<file path="src/rtl/update_line_unpacker_if.sv">
// Handshake bundle for update_line_unpacker: control, DRAM read line channel,
// and the one-update-per-cycle output stream.
interface update_line_unpacker_if #(
    parameter int DATA_W     = 32,
    parameter int PAR_NUM_W  = 4,
    parameter int LINE_CNT_W = 32
);
    logic                  start;
    logic [PAR_NUM_W-1:0]  par_id;
    logic [LINE_CNT_W-1:0] num_lines;
    logic [511:0]          dram_r;
    logic                  dram_r_valid;
    logic                  dram_r_ready;
    logic [DATA_W-1:0]     upd_dest_vid;
    logic [DATA_W-1:0]     upd_value;
    logic                  upd_valid;
    logic                  upd_ready;
    logic                  busy;
    logic                  done;
    logic                  bin_err;

    modport master (
        output start, par_id, num_lines, dram_r, dram_r_valid, upd_ready,
        input  dram_r_ready, upd_dest_vid, upd_value, upd_valid,
        input  busy, done, bin_err
    );

    modport slave (
        input  start, par_id, num_lines, dram_r, dram_r_valid, upd_ready,
        output dram_r_ready, upd_dest_vid, upd_value, upd_valid,
        output busy, done, bin_err
    );
endinterface

</file>
<file path="src/rtl/update_line_unpacker.sv">
// Serialises 512-bit partition-bin read lines into a one-update-per-cycle stream.
// Optional bin-id check on every non-pad word: define UNPACK_BIN_CHECK_EN.
module update_line_unpacker #(
    parameter int DATA_W     = 32,
    parameter int PAR_SIZE_W = 17,
    parameter int PAR_NUM_W  = 4,
    parameter int LINE_CNT_W = 32
) (
    input logic clk,
    input logic rst,
    update_line_unpacker_if.slave bus
);
    localparam logic [0:0] S_IDLE = 1'b0;
    localparam logic [0:0] S_RUN  = 1'b1;
    localparam int WORD_W = 2 * DATA_W;

    logic [0:0]            state;
    logic [511:0]          line_q;
    logic                  full;
    logic [2:0]            idx;
    logic [LINE_CNT_W-1:0] lines_acc;
    logic [LINE_CNT_W-1:0] num_q;
    logic [PAR_NUM_W-1:0]  par_q;
    logic                  zero_done;

    logic [WORD_W-1:0]     word;
    logic [PAR_NUM_W-1:0]  bin;
    logic run, is_pad, bad_bin, drop, leave, more, accept, finish;

    assign run    = (state == S_RUN);
    // idx 0 selects the oldest word, which sits in the top 64 bits
    assign word   = line_q[int'(~idx) * WORD_W +: WORD_W];
    assign bin    = word[PAR_SIZE_W +: PAR_NUM_W];
    assign is_pad = (word == '0);

`ifdef UNPACK_BIN_CHECK_EN
    logic bin_err_q;

    assign bad_bin     = !is_pad && (bin != par_q);
    assign bus.bin_err = bin_err_q;

    always_ff @(posedge clk) begin
        if (rst) begin
            bin_err_q <= 1'b0;
        end else if (!run && bus.start) begin
            bin_err_q <= 1'b0;
        end else if (full && bad_bin) begin
            bin_err_q <= 1'b1;
        end
    end
`else
    logic unused_bin;

    assign bad_bin     = 1'b0;
    assign unused_bin  = ^{bin, par_q};
    assign bus.bin_err = 1'b0;
`endif

    assign drop   = is_pad | bad_bin;
    assign leave  = full & (drop | bus.upd_ready);
    assign more   = (lines_acc != num_q);
    assign finish = run & !more & !full;

    // refill when empty, or when the last word drains this cycle
    assign bus.dram_r_ready = run & more & (!full | ((idx == 3'd7) & leave));
    assign accept = bus.dram_r_valid & bus.dram_r_ready;

    assign bus.upd_valid    = full & !drop;
    assign bus.upd_dest_vid = bus.upd_valid ? word[DATA_W-1:0] : '0;
    assign bus.upd_value    = bus.upd_valid ? word[WORD_W-1:DATA_W] : '0;
    assign bus.busy         = run;
    assign bus.done         = finish | zero_done;

    always_ff @(posedge clk) begin
        if (rst) begin
            state     <= S_IDLE;
            line_q    <= '0;
            full      <= 1'b0;
            idx       <= '0;
            lines_acc <= '0;
            num_q     <= '0;
            par_q     <= '0;
            zero_done <= 1'b0;
        end else begin
            zero_done <= 1'b0;
            case (state)
                S_IDLE: begin
                    if (bus.start) begin
                        par_q     <= bus.par_id;
                        num_q     <= bus.num_lines;
                        lines_acc <= '0;
                        if (bus.num_lines != '0) begin
                            state <= S_RUN;
                        end else begin
                            zero_done <= 1'b1;
                        end
                    end
                end
                default: begin
                    if (finish) begin
                        state <= S_IDLE;
                    end
                end
            endcase

            if (accept) begin
                line_q    <= bus.dram_r;
                full      <= 1'b1;
                idx       <= '0;
                lines_acc <= lines_acc + LINE_CNT_W'(1);
            end else if (leave) begin
                idx <= idx + 3'd1;
                if (idx == 3'd7) begin
                    full <= 1'b0;
                end
            end
        end
    end
endmodule
</file>
<file path="src/flat_wrapper.sv">
// flat-port wrapper written by rule: the top's interface ports become plain ports
module update_line_unpacker_flat 
#(
    parameter int DATA_W     = 32,
    parameter int PAR_SIZE_W = 17,
    parameter int PAR_NUM_W  = 4,
    parameter int LINE_CNT_W = 32
)
  (clk, rst, bus_start, bus_par_id, bus_num_lines, bus_dram_r, bus_dram_r_valid, bus_upd_ready, bus_dram_r_ready, bus_upd_dest_vid, bus_upd_value, bus_upd_valid, bus_busy, bus_done, bus_bin_err);
  update_line_unpacker_if #(.DATA_W(DATA_W), .PAR_NUM_W(PAR_NUM_W), .LINE_CNT_W(LINE_CNT_W)) bus_i ();
  input logic clk;
  input logic rst;
  input wire logic [$bits(bus_i.start)-1:0] bus_start;
  input wire logic [$bits(bus_i.par_id)-1:0] bus_par_id;
  input wire logic [$bits(bus_i.num_lines)-1:0] bus_num_lines;
  input wire logic [$bits(bus_i.dram_r)-1:0] bus_dram_r;
  input wire logic [$bits(bus_i.dram_r_valid)-1:0] bus_dram_r_valid;
  input wire logic [$bits(bus_i.upd_ready)-1:0] bus_upd_ready;
  output wire logic [$bits(bus_i.dram_r_ready)-1:0] bus_dram_r_ready;
  output wire logic [$bits(bus_i.upd_dest_vid)-1:0] bus_upd_dest_vid;
  output wire logic [$bits(bus_i.upd_value)-1:0] bus_upd_value;
  output wire logic [$bits(bus_i.upd_valid)-1:0] bus_upd_valid;
  output wire logic [$bits(bus_i.busy)-1:0] bus_busy;
  output wire logic [$bits(bus_i.done)-1:0] bus_done;
  output wire logic [$bits(bus_i.bin_err)-1:0] bus_bin_err;
  assign bus_i.start = bus_start;
  assign bus_i.par_id = bus_par_id;
  assign bus_i.num_lines = bus_num_lines;
  assign bus_i.dram_r = bus_dram_r;
  assign bus_i.dram_r_valid = bus_dram_r_valid;
  assign bus_i.upd_ready = bus_upd_ready;
  assign bus_dram_r_ready = bus_i.dram_r_ready;
  assign bus_upd_dest_vid = bus_i.upd_dest_vid;
  assign bus_upd_value = bus_i.upd_value;
  assign bus_upd_valid = bus_i.upd_valid;
  assign bus_busy = bus_i.busy;
  assign bus_done = bus_i.done;
  assign bus_bin_err = bus_i.bin_err;
  update_line_unpacker #(.DATA_W(DATA_W), .PAR_SIZE_W(PAR_SIZE_W), .PAR_NUM_W(PAR_NUM_W), .LINE_CNT_W(LINE_CNT_W)) u_core (.clk(clk), .rst(rst), .bus(bus_i));
endmodule
</file>
<file path="config.mk">
export PLATFORM = sky130hd
export DESIGN_NAME = update_line_unpacker_flat
export DESIGN_NICKNAME = d
export VERILOG_FILES = /design/src/rtl/update_line_unpacker_if.sv /design/src/rtl/update_line_unpacker.sv /design/src/flat_wrapper.sv
export SDC_FILE = /design/constraint.sdc
export NUM_CORES = 1
export LEC_CHECK = 0
export CORE_AREA = 2 2 243 245
export DETAILED_ROUTE_END_ITERATION = 10
export DIE_AREA = 0 0 245 247
export SKIP_CTS_REPAIR_TIMING = 1
export SLEW_MARGIN = 20
export SYNTH_ARGS = -nofsm -noshare
export SYNTH_HDL_FRONTEND = slang
export SYNTH_SLANG_ARGS = --single-unit
</file>
<file path="constraint.sdc">
create_clock -name clk -period 2.1 [get_ports clk]
set_input_delay 0.21 -clock clk [delete_from_list [all_inputs] [get_ports clk]]
set_output_delay 0.21 -clock clk [all_outputs]
set_load 0.03 [all_outputs]
</file>
Word-level counts from Yosys, hierarchy flattened
Cells that the tools add are included.

storage, ports and cells
  register bits after elaboration = 582
  latch bits = 0
  memory bits (writable) = 0
  memory bits (read-only) = 0
  input port bits = 553
  output and inout port bits = 69
  logic and storage cells = 53
  memories kept = 0

operators by class
  add/sub/neg operators = 2
  multiply operators = 0
  divide/modulo/power cells = 0
  magnitude comparators = 0
  eq/ne operators = 3
  shifts and indexed selects = 1
  muxes and demuxes = 13
  bitwise operators = 14
  reductions and logical operators = 13

operators with widths
  kind                                           number
  variable part select 512 x 32 -> 64 bit        1
  2-to-1 mux 32 bit                              5
  logical NOT 64 bit                             1
  adder 32 x 1 -> 32 bit, second input constant  1
  != test 32 bit                                 1
  nonzero test 32 bit                            1
  inverter 3 -> 26 bit                           1
  bitwise AND 1 bit                              8
  2-to-1 mux 1 bit                               8
  AND reduction 2 bit                            3
  nonzero test 2 bit                             3
  adder 3 x 1 -> 3 bit, second input constant    1
  equality test 3 bit, second input constant     1
  logical NOT 1 bit                              3
  OR 1 bit                                       3
  OR reduction 3 bit                             1
  != test 2 bit, second input constant           1
  inverter 1 bit                                 2
  OR reduction 2 bit                             1

Logic depth before layout (Yosys ltp)
Gate-level depths: netlist (run 1).

  depth in word-level cells = 11
  gate-level depth with buffers = 9
  depth with buffers taken out = 7

Worst setup path before layout (run 1)
No wires, ideal clock.

  path kind = reg-to-reg
  from = reg u_core.lines_acc[0]
  to = reg u_core.lines_acc[24]
  setup time = 124 ps
  arrival time = 2177 ps
  required time = 1976 ps
  slack = -202 ps
  cell stages (with the launch flop) = 9
  buffers on the path = 1
  clock period less this slack = 2302 ps
  cell sequence = dfxtp_1 ha_1 nand3_2 or4_4 buf_6 or4_4 nor2b_1 o21ai_1 o21ai_1

on the way
  longest elaborated chain between the ends = 6
  elaborated cells between the ends (all ways) = 9
  classes of those cells = 1 x add/sub; 2 x eq/ne; 1 x mux; 3 x bitwise; 2 x reduce/logical

ends and longest elaborated chain
  element                                                                         RTL line                     source
  start: declaration                                                              update_line_unpacker.sv:21   logic [LINE_CNT_W-1:0] lines_acc;
  start signal: assignment                                                        update_line_unpacker.sv:110  lines_acc <= lines_acc + LINE_CNT_W'(1);
  parallel branches: the longest is 6 deep, another holds adder 32 x 1 -> 32 bit  n/a

Parallel ways; which one is timed is not known.
A chain may end at the register's enable or synchronous reset.

Worst setup path in the final report (run 1)
  from = reg u_core.lines_acc[5]
  to = out bus_done

on the way
  longest elaborated chain between the ends = 5

ends and longest elaborated chain
  element                          RTL line                    source
  != test 32 bit                   update_line_unpacker.sv:61  assign more = (lines_acc != num_q);
  logical NOT 1 bit                update_line_unpacker.sv:62  assign finish = run & !more & !full;
  bitwise AND 1 bit (2 in series)  update_line_unpacker.sv:62
  OR 1 bit                         update_line_unpacker.sv:72  assign bus.done = finish | zero_done;
  end: declaration                 flat_wrapper.sv:24          output wire logic [$bits(bus_i.done)-1:0] bus_done;

Every way passes these cells.

==> summary.md, run 1 <==
| Metric | Value |
|---|---|
| Status | complete, but fails checks |
| Failing checks | setup timing |
| PD cells | 578.7 nW/µm² |
| Fmax | 0.4547 GHz |
| Initial DRT Pass Iterations | 5 |
| Sequential area share after synthesis | 33.59% |
| Max stage delay on crit path | 0.37 ns |
| P_leak | 2.185 nW |
| Starting Density | 7.163% |
| Critical-path maximum fanout | 4 |
| NumNets Final | 1,177 |
| Synth Flop Type | dfxtp_1 |
| Wirelength per Cell | 8.478 µm |
| Hold Violations, Final | 0 |
| Reg2reg end | u_core.lines_acc[0] |
| Ant. Diodes | 0 |
| Synth top area cells | dfxtp_1 34%, buf_4 12%, nand2_1 7.1%, xnor2_1 6.9%, a21oi_1 5.0% |
| Max-cap violations | 0 |
| Die height | 247 µm |
| DIE WIDTH | 245 µm |
| Cells after Synth | 531 |
| # rows | 89 |
| Hold EP | u_core.lines_acc[1] |
| Clk_lat worst skew | 0.34 ns |
| Logic pwr share | 16.8% |
| Yosys top cell by area | dfxtp_1 |
| Remaining Overflow, GRT | 0 |
| Sw Ratio | 27.69% |
| R2R depth | 8 |
| Flop and latch count out of synthesis | 70 |
| WHS Path Cells | 2 |
| Number of flops mapped to enable cells by yosys | 0 |
| Async SR Flop Fraction | 0% |
| Critical Path RT | 1.89 ns |
| Largest net degree at the start of global routing | 35 |
| Met3 wire length | 613 µm |
| Register share of total power | 37.7% |
| Setup TNS | -0.09948 ns |
| Worst path slowest cell | dfxtp_4 |
| Most frequent cell after synthesis | nand2_1 |
| Layout cell share with drive strength beyond 1 | 28.48% |
| Area growth syn-to-layout | 54.44% |
| Cell family with most CP delay | simple AND/OR/NAND/NOR gates |
| Tmin final | 2.199 ns |
| Synth top cells by count | 79 x nand2_1, 70 x dfxtp_1, 66 x buf_4 |
| Synthesized area | 4172 µm² |
| Initial antenna violation count | 0 |
| Hold path start | rst |
| Total die area | 60,520 µm² |
| Root Buffer | clkbuf_16 |
| Share of the synthesized area in the top cell type | 33.59% |
| Top Metal Used | met4 |
| Sink Count | 70 |
| Synth Warn # | 0 |
| Worst reg2reg startpoint | u_core.lines_acc[5] |
| Bufs on Longest Clock Path | 2 |
| Drt drc | 0 |
| Buf/Inv on CP | 3 |
| Dpl hpwl | 8771 µm |
| Reg-to-reg slack, setup | 0.03 ns |
| Met2 routed wirelength | 5563 µm |
| Setup crit end kind | output pin |
| H-tree Lvls | 3 |
| Gr usage total | 3.699% |
| Via count | 3,834 |
| CP Cell Sequence | xnor2_4, nand4_1, nor4_2, buf_4, nand2_4, buf_6, nor2_4, a21o_4, buf_12 |
| Drt initial violations | 251 |
| Tot Pwr | 3.728 mW |
| Fin crit share | 104.7% |
| Unrepaired setup endpoints after global routing | yes |
| Register clock-pin slew on the reported worst setup and hold paths | 0.05 ns |
| Post-place setup slack | -0.2667 ns |
| Setup ws final | -0.09948 ns |
| Post-route antenna net violation count | 0 |
| Syn_area_per_cell | 7.856 µm² |
| Final Setup Violations | 1 |
| Max-slew headroom | 57.14% |
| Type of the worst setup path | reg -> out |
| Final instance count without filler cells | 1,398 |
| Placed cell count | 1,374 |
| Detailed Route WL | 11,850 µm |
| Num CTS Buffers | 9 |
| WL met1 | 5465 µm |
| Number of buffers added on ports | 38 |
| DR vias/cell | 2.742 |
| First-pass GRT wire length | 17,710 µm |
| Vias in the first global route | 3,445 |
| Hold WC Path Type | in -> reg |
| WP data arrival | 1.99 ns |
| Clk pwr share | 45.5% |
| CTS tree | done |
| Top Ports | 622 |
| Internal power | 2.696 mW |
| Clock skew | 0.008326 ns |
| GPL Wtd Cong | 0.7636 |
| Core area | 58,240 µm² |
| Least-Margin Pin Slew | 0.6429 ns |
| Fillers | 6,726 |
| Sw Pwr | 1.032 mW |
| Max-slew violation count | 0 |
| Setup crit start kind | flip-flop |
| Synth cell types | 49 |
| VDD IR max | 0.3084 mV |
power groups by stage:
stage / registers [mW] / clock network, mW / logic [mW]
floorplan: 1.43 / 0 / 0.456
global placement: 1.43 / 0 / 0.559
detailed placement: 1.43 / 0 / 0.563
CTS: 1.40 / 1.73 / 0.565
global route: 1.41 / 1.78 / 0.678
finish: 1.41 / 1.70 / 0.627
state kept, by name (all words and copies together), names as in the netlist:
signal	cells
u_core.full	1
u_core.num_q	32
u_core.bus.busy	1
u_core.lines_acc	32
u_core.zero_done	1
u_core.idx	3
metrics by stage:
stage | utilization [%] | instance area (µm²) | hold slack (ns)
3_5_place_dp | 9.754 | 5680 | 0.4628
2_1_floorplan | - | 4442 | 0.3460
3_3_place_gp | 9.754 | 5680 | 0.4619
4_1_cts | 10.32 | 6012 | 0.3808
5_1_grt | 11.06 | 6442 | 0.4361
6_report | 11.06 | 6442 | 0.4024
routing by layer:
layer,vias up,GRT usage [%]
met5,-,0
met4,0,1.471
met3,17,0.8031
met2,121,5.882
met1,1784,4.842
li1,1912,-
layout make-up:
cell class,count,area (µm²),share of cell area (%)
multi-input cells,427,2715,42.14
flip-flops and latches,70,1449,22.49
repair buffers,113,979.7,15.21
well taps,773,967.2,15.01
clock buffers,10,250.2,3.884
clock inverters,5,81.33,1.262
kinds of logic after synthesis:
| logic type | synth area share [%] |
|---|---|
| compound gates | 14.10 |
| xor+xnor | 6.929 |
| fa+ha+maj | 0.8999 |
| buf+inv | 15.24 |
| flops | 33.59 |
| mux | 1.800 |
| other cells | 0.08990 |
| simple gates | 27.35 |
layout by cell type, fill, tap and decap left out, types with 3 or more instances in the layout:
cell,instances
nand2_1,78
conb_1,66
buf_4,66
dfxtp_1,42
a21oi_1,41
clkdlybuf4s50_1,35
xnor2_1,24
o21ai_0,24
dfxtp_2,23
nor2_1,21
nand4_1,16
nand2b_1,16
nor4_1,12
nand3_1,10
clkbuf_16,10
and3_1,9
nor3_1,9
xnor2_2,8
nor3b_1,7
buf_6,7
a311oi_2,6
dfxtp_4,5
a31oi_1,4
o21ai_2,4
nor4_4,3
nand3_2,3
and2_1,3
mux2i_1,3
or3_1,3
nand4b_1,3
mux2_2,3
a41oi_1,3
nand3b_1,3
buf_2,3
how the worst max path moves through the flow:
stage | startpoint | end | slack (ns) | depth (start not counted)
after floorplan | u_core.lines_acc[15] | u_core.lines_acc[8] | 0.004 | 9
after global placement | u_core.lines_acc[7] | bus_dram_r_ready | -0.28 | 7
after detailed placement | u_core.lines_acc[7] | bus_dram_r_ready | -0.27 | 7
after CTS | u_core.lines_acc[7] | bus_dram_r_ready | -0.65 | 7
after global routing | u_core.lines_acc[5] | bus_done | -0.20 | 9
final | u_core.lines_acc[5] | bus_done | -0.1 | 9
No activity file was read; power rests on OpenSTA's default activity.
==> run 2, diff against run 1 <==
--- a/config.mk
+++ b/config.mk
@@ -9,7 +9,7 @@
 export DETAILED_ROUTE_END_ITERATION = 10
 export DIE_AREA = 0 0 245 247
 export SKIP_CTS_REPAIR_TIMING = 1
-export SLEW_MARGIN = 20
+export SLEW_MARGIN = 5
 export SYNTH_ARGS = -nofsm -noshare
 export SYNTH_HDL_FRONTEND = slang
 export SYNTH_SLANG_ARGS = --single-unit
==> results of run 2 <==
The final DEF is identical to that of run 1; final timing and power are the same.
==> run 3, diff against run 2 <==
--- a/config.mk
+++ b/config.mk
@@ -8,6 +8,7 @@
 export CORE_AREA = 2 2 243 245
 export DETAILED_ROUTE_END_ITERATION = 10
 export DIE_AREA = 0 0 245 247
+export GPL_TIMING_DRIVEN = 0
 export SKIP_CTS_REPAIR_TIMING = 1
 export SLEW_MARGIN = 5
 export SYNTH_ARGS = -nofsm -noshare
==> summary.md, run 3 (same netlist as run 1, synthesis figures left out) <==
| Metric | Value |
|---|---|
| Status | complete, but fails checks (unchanged) |
| Failing checks | setup timing (unchanged) |
| Top Registers | u_core.lines_acc: 32 flops, u_core.num_q: 32 flops, u_core.idx: 3 flops (unchanged) |
| Final Setup Violations | 8 (was 1) |
| Wirelength per Cell | 8.576 µm (was 8.478 µm) |
| Worst path slowest cell | dfxtp_4 (unchanged) |
| Detailed Route WL | 12,330 µm (was 11,850 µm) |
| P_leak | 2.323 nW (was 2.185 nW) |
| CTS tree | done (unchanged) |
| Buf/Inv on CP | 1 (was 3) |
| Max-cap violations | 0 (unchanged) |
| Remaining Overflow, GRT | 0 (unchanged) |
| Drt drc | 0 (unchanged) |
| Critical Path RT | 1.89 ns (about the same) |
| WP depth | 7 (was 9) |
| Dpl hpwl | 8862 µm (was 8771 µm) |
| Layout cell share with drive strength beyond 1 | 30.23% (was 28.48%) |
| Fin area | 6695 µm² (was 6442 µm²) |
| WHS Path Cells | 3 (was 2) |
| Hold Violations, Final | 0 (unchanged) |
| Tmin final | 2.269 ns (was 2.199 ns) |
| Initial antenna violation count | 0 (unchanged) |
| Max-slew violation count | 0 (unchanged) |
| Clock skew | 0.006873 ns (was 0.008326 ns) |
| Drt initial violations | 287 (was 251) |
| Initial DRT Pass Iterations | 5 (unchanged) |
| PD cells | 555.2 nW/µm² (was 578.7 nW/µm²) |
| Post-route antenna net violation count | 0 (unchanged) |
| Max-slew headroom | 53.94% (was 57.14%) |
| Setup crit end kind | output pin (unchanged) |
| Number of buffers added on ports | 38 (unchanged) |
| Critical-path maximum fanout | 6 (was 4) |
| Register clock-pin slew on the reported worst setup and hold paths | 0.06 ns (was 0.05 ns) |
| Total die area | 60,520 µm² (unchanged) |
| Ant. Diodes | 0 (unchanged) |
| Root Buffer | clkbuf_16 (unchanged) |
| Final cell utilization of the core | 11.50% (was 11.06%) |
| # rows | 89 (unchanged) |
| Largest net degree at the start of global routing | 13 (was 35) |
| Fmax | 0.4406 GHz (was 0.4547 GHz) |
| Commonest non-fill, non-tap cell in the layout | buf_4 (was nand2_1) |
| NumNets Final | 1,216 (was 1,177) |
| Sink Count | 70 (unchanged) |
| GPL Wtd Cong | 0.8101 (was 0.7636) |
| Num CTS Buffers | 9 (unchanged) |
| Starting Density | 7.163% (unchanged) |
| Top Ports | 622 (unchanged) |
| Setup crit start kind | flip-flop (unchanged) |
| Most frequent cells in the layout | 88 x buf_4, 77 x nand2_1, 66 x conb_1, 40 x a21oi_1, 40 x dfxtp_1 (was 78 x nand2_1, 66 x conb_1, 66 x buf_4, 42 x dfxtp_1, 41 x a21oi_1) |
| Bufs on Longest Clock Path | 2 (unchanged) |
| Least-Margin Pin Slew | 0.6908 ns (was 0.6429 ns) |
| Core area | 58,240 µm² (unchanged) |
| WP data arrival | 2.06 ns (was 1.99 ns) |
| R2R depth | 9 (was 8) |
| First-pass GRT wire length | 18,000 µm (was 17,710 µm) |
| VDD IR max | 0.3004 mV (was 0.3084 mV) |
| Setup ws final | -0.1695 ns (was -0.09948 ns) |
| Post-DP Area | 5789 µm² (was 5680 µm²) |
| Via count | 3,893 (was 3,834) |
| Fin crit share | 108.1% (was 104.7%) |
| Vias in the first global route | 3,352 (was 3,445) |
| Unrepaired setup endpoints after global routing | yes (unchanged) |
| Hold WS | 0.4572 ns (was 0.4024 ns) |
| Max stage delay on crit path | 0.38 ns (was 0.37 ns) |
| CP Cell Sequence | xnor2_2, nand4_1, nor4_4, nand2_2, nor2_1, a21o_1, buf_6 (was xnor2_4, nand4_1, nor4_2, buf_4, nand2_4, buf_6, nor2_4, a21o_4, buf_12) |
| H-tree Lvls | 3 (unchanged) |
| Clk_lat worst skew | 0.34 ns (about the same) |
| Tot Pwr | 3.717 mW (was 3.728 mW) |
| Die height | 247 µm (unchanged) |
| Gr usage total | 3.743% (was 3.699%) |
| Hold WC Path Type | in -> reg (unchanged) |
| Setup TNS | -0.6710 ns (was -0.09948 ns) |
| DR vias/cell | 2.707 (was 2.742) |
| Cell family with most CP delay | simple AND/OR/NAND/NOR gates (unchanged) |
| Area growth syn-to-layout | 60.50% (was 54.44%) |
| Type of the worst setup path | reg -> out (unchanged) |
| DIE WIDTH | 245 µm (unchanged) |
## run 3: changes by cell type in the layout (fill, tap and decap cells not counted), moves of 3 or more
| cell | before | now |
|---|---|---|
| xnor2_1 | 24 | 17 |
| dfxtp_2 | 23 | 17 |
| a311oi_2 | 6 | 1 |
| a311oi_1 | 0 | 5 |
| clkbuf_1 | 0 | 14 |
| buf_1 | 0 | 4 |
| buf_4 | 66 | 88 |
| nand3_4 | 0 | 3 |
| clkbuf_2 | 0 | 3 |
| xnor2_2 | 8 | 15 |
| dfxtp_4 | 5 | 13 |
## run 3: cell type report
cell class | instances | area [µm²]
plain buffers | 95 | 660.6
clock buffers | 12 | 267.8
clock inverters | 4 | 52.55
fillers | 6670 | 51540
multi-input cells | 426 | 2741
flip-flops and latches | 70 | 1471
well taps | 773 | 967.2
repair buffers | 58 | 534.3
## run 3: final timing paths
path,start,end,slack [ns]
max,u_core.lines_acc[0],bus_done,-0.17
min,bus_num_lines[25],u_core.num_q[25],0.46
max reg2reg,u_core.lines_acc[2],u_core.lines_acc[26],-0.16
min reg2reg,u_core.num_q[4],u_core.num_q[4],0.47
## run 3: metal layers
layer	wire [µm]	track usage, %	vias to the layer above
li1	-	-	1994
met1	5790	5.194	1760
met2	5677	5.857	125
met3	588	0.6512	14
met4	275	1.148	0
met5	0	0	-
## run 3: report_power, final
group          switching, mW  internal [mW]
registers             0.0434           1.36
clock network          0.596           1.03
logic                  0.414          0.280
## run 3: metrics by stage
| stage | cells | worst slack (ns) |
|---|---|---|
| detailed placement | 1407 | -0.9351 |
| CTS | 1423 | -1.303 |
| finish | 1438 | -0.1695 |
| floorplan | 596 | 0.003873 |
| global placement | 1407 | -0.9440 |
| global route | 1438 | -0.2924 |
## run 3: worst register-to-register path, cell delays in order, from the launching register on
cell      delay [ns]
dfxtp_4         0.39
buf_6           0.12
buf_6           0.10
nand3_4         0.08
or4_4           0.62
nor4_4          0.17
buf_4           0.20
nand4b_1        0.10
or3_1           0.36
o211ai_2        0.07
